==> src/rtl/instr_encoder_loader.sv <==
// instr_encoder_loader: MIPS-subset encoder writing instruction memory; ENCODER_CHECKSUM_EN enables checksum
module instr_encoder_loader #(
  parameter int ADDR_WIDTH = 10,
  parameter int DEPTH = 1024
) (
  input  logic                  clk,
  input  logic                  reset,
  input  logic                  start,
  input  logic                  inValid,
  output logic                  inReady,
  input  logic [3:0]            mnem,
  input  logic [4:0]            rs,
  input  logic [4:0]            rt,
  input  logic [4:0]            rd,
  input  logic [15:0]           imm,
  input  logic [25:0]           jAddr,
  output logic                  imWe,
  output logic [ADDR_WIDTH-1:0] imAddr,
  output logic [31:0]           imData,
  output logic [ADDR_WIDTH:0]   count,
  output logic                  full,
  output logic                  err,
  output logic [31:0]           checksum
);
  typedef enum logic [1:0] {IDLE, LOAD, FULL} state_t;
  localparam logic [ADDR_WIDTH:0] depth_c = (ADDR_WIDTH+1)'(DEPTH);
  state_t state, state_n;
  logic accept, legal;
  logic [31:0] word;
  assign inReady = state == LOAD && count < depth_c;
  assign accept = inValid && inReady && !start;
  assign full = state == FULL;
  always_comb begin
    word = '0;
    legal = 1'b1;
    case (mnem)
      4'd0:    word = {6'h23, rs, rt, imm};
      4'd1:    word = {6'h2B, rs, rt, imm};
      4'd2:    word = {6'h02, jAddr};
      4'd3:    word = {6'h00, rs, 15'd0, 6'h08};
      4'd4:    word = {6'h03, jAddr};
      4'd5:    word = {6'h04, rs, rt, imm};
      4'd6:    word = {6'h05, rs, rt, imm};
      4'd7:    word = {6'h0E, rs, rt, imm};
      4'd8:    word = {6'h00, rs, rt, rd, 5'd0, 6'h20};
      4'd9:    word = {6'h00, rs, rt, rd, 5'd0, 6'h22};
      4'd10:   word = {6'h00, rs, rt, rd, 5'd0, 6'h2A};
      default: legal = 1'b0;
    endcase
  end
  always_comb begin
    state_n = state;
    if (start) state_n = LOAD;
    else if (accept && legal && count == depth_c - 1'b1) state_n = FULL;
  end
  always_ff @(posedge clk) begin
    if (reset) state <= IDLE;
    else state <= state_n;
  end
  always_ff @(posedge clk) begin
    if (reset) begin
      imWe <= 1'b0;
      imAddr <= '0;
      imData <= '0;
      count <= '0;
      err <= 1'b0;
    end else begin
      imWe <= accept && legal;
      if (start) begin
        count <= '0;
        err <= 1'b0;
      end else if (accept && legal) begin
        imAddr <= count[ADDR_WIDTH-1:0];
        imData <= word;
        count <= count + 1'b1;
      end else if (accept) err <= 1'b1;
    end
  end
`ifdef ENCODER_CHECKSUM_EN
  always_ff @(posedge clk) begin
    if (reset || start) checksum <= '0;
    else if (accept && legal) checksum <= checksum ^ word;
  end
`else
  assign checksum = '0;
`endif
endmodule

==> config.mk <==
export PLATFORM = sky130hd
export DESIGN_NAME = instr_encoder_loader
export DESIGN_NICKNAME = d
export VERILOG_FILES = /design/src/rtl/instr_encoder_loader.sv
export SDC_FILE = /design/constraint.sdc
export NUM_CORES = 1
export LEC_CHECK = 0
export CORE_MARGIN = 4
export CORE_UTILIZATION = 42
export CTS_CLUSTER_DIAMETER = 120
export DETAILED_ROUTE_END_ITERATION = 7
export PLACE_DENSITY_LB_ADDON = 0.3
export SYNTH_ARGS = -nofsm -noshare
export SYNTH_HDL_FRONTEND = slang
export SYNTH_SLANG_ARGS = --single-unit
==> constraint.sdc <==
create_clock -name clk -period 3.4 [get_ports clk]
set_input_delay 0.68 -clock clk [delete_from_list [all_inputs] [get_ports clk]]
set_output_delay 0.68 -clock clk [all_outputs]
set_load 0.02 [all_outputs]
==> results by group <==
Placement
  • Worst slack, placed: 0.558 ns
  • PortBufs: 120
  • Dpl hpwl: 6.27 mm
  • Final GP Congestion: 0.793
  • DP Area: 0.00398 sq mm
  • Placed cells: 531

Timing
  • Fin crit period: 2.57 ns
  • Worst clock skew: 0.00515 ns
  • Worst slew pin tran: 0.842 ns
  • Rel. slew slack: 0.439
  • Period utilization: 0.755
  • Final setup viols: 0
  • Fmax: 390 MHz
  • RSZ-0062 raised after global routing: false
  • Setup TNS: 0 ns
  • WHS: 0.453 ns
  • Final WS setup: 0.833 ns
  • Slew Limit Fails: 0
  • Final Hold Viols: 0

CTS
  • H-tree Lvls: 2
  • Clock latency on the worst-skew pair: 0.32 ns
  • CTS Hold Bufs: 0
  • Post-CTS Setup Inserts: 0
  • CTS resizes: 0
  • CTS tree: done
  • Num CTS Buffers: 5
  • Clock Sink Count: 56
  • Clock tree buffer depth: 2
  • Clock Root Buffer: clkbuf_8
  • Clock transition at path regs: 0.10 ns

Cells and area
  • Multi-input logic area: 0.00146 sq mm
  • Area occupied by registers: 0.00112 sq mm
  • Final cell count without fillers: 539
  • Layout cells sized above 1: 0.0606
  • Final net count: 527
  • # diodes: 0
  • P&R area growth vs syn: 44.0%
  • Final-layout fill cell count: 569
  • Finished Cell Area: 0.00407 sq mm

Critical path
  • Buf/Inv on CP: 2
  • Worst setup EP type: output pin
  • CP max stage cell: clkdlybuf4s50_1
  • CP max stage delay: 0.61 ns
  • R2r setup slk: 1.14 ns
  • Worst-path cell chain: or3b_1, inv_1, clkdlybuf4s50_1
  • Crit-path leading delay family: buffers and inverters
  • Worst EP arrival: 1.89 ns
  • Startpoint types: register
  • Crit Path Category: reg2out
  • CP Data Required Time: 2.72 ns
  • Worst Path Max Fanout: 8

Logic synthesis
  • Synth Area per Inst: 8.06 sq um
  • Synthesis Warnings: 0
  • FFs w/ async S/R, synth: 0
  • Synth cell types: 49
  • Top_reg_cell synth: dfxtp_1
  • Post-Synthesis Cell Area: 0.00283 sq mm
  • Syn Inst Count: 351
  • Post-synthesis sequential area ratio: 0.396
  • Yosys reg bits: 56
  • Number of synthesized flops with an enable pin: 0

Power and ir drop
  • PwrDens: 326 mW/mm^2
  • Share of power burned in registers: 0.509
  • Comb power frac: 0.203
  • Sw Pwr: 0.383 mW
  • Int Pwr: 0.946 mW
  • Clock power frac: 0.288
  • Maximum vdd drop: 0.000183 V
  • Net Sw Frac: 0.288
  • Leak: 1.45 nW

Floorplanning
  • Area of the core: 0.00646 sq mm
  • Initial Utilization: 0.438
  • Die Height: 90.1 um
  • FP Rows: 29
  • Die Width: 90.1 um
  • Boundary pin count: 154
  • Die area: 0.00811 sq mm

Min path
  • Worst min-delay path class: reg2reg

Detailed routing
  • Wire per inst: 15.3 um
  • Final Routed Wirelength: 8.24 mm
  • DR vias/cell: 5.29
  • DR vias: 2854
  • 1st-iter DRT viols: 112
  • DRC: 0
  • ANT nets after route: 0
  • Drt first pass iters: 4

Global routing
  • First-pass GRT wire length: 12.8 mm
  • Initial antenna violation count: 0
  • Remaining Overflow, GRT: 0
  • Largest net degree at the start of global routing: 46
  • GRT Total Usage: 0.189
  • Number of global-route vias before repair: 2653

Run status
  • Status: completed

Flow run
  • Max-cap violations: 0
-- per-stage QoR --
stage,power [mW],utilization
floorplan,0.858,-
global placement,0.955,0.616
detailed placement,0.959,0.616
CTS,1.34,0.631
global route,1.38,0.631
finish,1.33,0.631
-- layer usage --
layer	GRT usage	wire length (um)	share of wire	vias up
li1	-	-	-	1411
met1	0.224	3290	0.40	1312
met2	0.331	4070	0.49	118
met3	0.0509	702	0.085	13
met4	0.0625	173	0.021	0
met5	0	0	0	-
-- layout make-up --
type | count | area share
Clock buffer | 5 | 0.0169
Clock inverter | 3 | 0.00614
Inverter | 4 | 0.00369
Multi-Input combinational cell | 262 | 0.359
Sequential cell | 56 | 0.275
Tap cell | 77 | 0.0237
Timing Repair Buffer | 132 | 0.316
-- state kept, by name, summed over array words and instances (netlist names) --
signal,flops
err,1
count,11
imWe,1
imAddr,10
imData,31
state,2
-- Yosys cell counts, types with 2 or more instances --
library cell / count / area [sq um]
nand4b_1: 2 / 17.5
buf_4: 33 / 248
nor2_1: 41 / 154
o21a_1: 2 / 15.0
or2_2: 2 / 12.5
a221oi_1: 9 / 78.8
and4_1: 2 / 17.5
buf_1: 4 / 15.0
or4_1: 4 / 30.0
dfxtp_1: 56 / 1120
nand2b_1: 3 / 18.8
o31ai_1: 2 / 15.0
o21ai_0: 13 / 65.1
nor2b_1: 3 / 18.8
a2111oi_0: 3 / 26.3
a311o_1: 2 / 20.0
o211ai_1: 2 / 15.0
a22o_1: 2 / 17.5
a211oi_1: 21 / 158
nand3_1: 2 / 10.0
or3_1: 2 / 12.5
a21oi_1: 34 / 170
clkbuf_1: 15 / 56.3
inv_1: 4 / 15.0
buf_2: 8 / 40.0
xnor2_1: 5 / 43.8
a222oi_1: 4 / 40.0
nor3_1: 11 / 55.1
a211o_1: 2 / 17.5
nand2_1: 39 / 146
-- final timing paths --
path | from | to | cells past startpoint
max | state[0] | inReady | 3
min reg2reg | imData[29] | imData[29] | 2
max reg2reg | state[0] | count[7] | 4
min | imData[29] | imData[29] | 2
-- kinds of logic (layout without fill, tap and decap cells) --
logic type | after synthesis | in the layout | synth area share
XOR/XNOR | 5 | 5 | 0.0155
AO/OA/AOI/OAI | 104 | 104 | 0.250
adder cells (fa/ha/maj) | 1 | 1 | 0.00442
buffers and inverters | 65 | 144 | 0.136
AND/OR/NAND/NOR | 119 | 119 | 0.196
other | 1 | 33 | 0.00133
flip-flops | 56 | 56 | 0.396
-- worst min-delay path: stages, from the launching register on --
cell     delay [ns]
dfxtp_1        0.32
nand2_1        0.05
a21oi_1        0.05
-- power by group through the flow --
stage | logic (mW) | clock network, mW | registers (mW)
floorplan | 0.152 | 0 | 0.706
global placement | 0.264 | 0 | 0.691
detailed placement | 0.268 | 0 | 0.692
CTS | 0.269 | 0.394 | 0.677
global route | 0.289 | 0.413 | 0.678
finish | 0.270 | 0.383 | 0.676
-- layout by cell type, fill, tap and decap left out, drive strengths merged, types with 2 or more instances in the layout --
| cell | instances |
|---|---|
| clkbuf | 5 |
| o31ai | 2 |
| clkdlybuf4s50 | 119 |
| nor2b | 3 |
| a21oi | 34 |
| xnor2 | 5 |
| nand2b | 3 |
| nand4b | 2 |
| a2111oi | 3 |
| conb | 33 |
| a211oi | 21 |
| or3 | 2 |
| o21ai | 13 |
| dfxtp | 56 |
| or4 | 4 |
| inv | 6 |
| a222oi | 4 |
| nor2 | 41 |
| nand3 | 2 |
| or2 | 2 |
| nand2 | 39 |
| nor3 | 11 |
| buf | 13 |
| or3b | 2 |
| a311o | 2 |
| and4 | 2 |
| a211o | 2 |
| a221oi | 9 |
| a22o | 2 |
| o211ai | 2 |
| o21a | 2 |
Note: power is estimated with default switching activity, not from simulation.
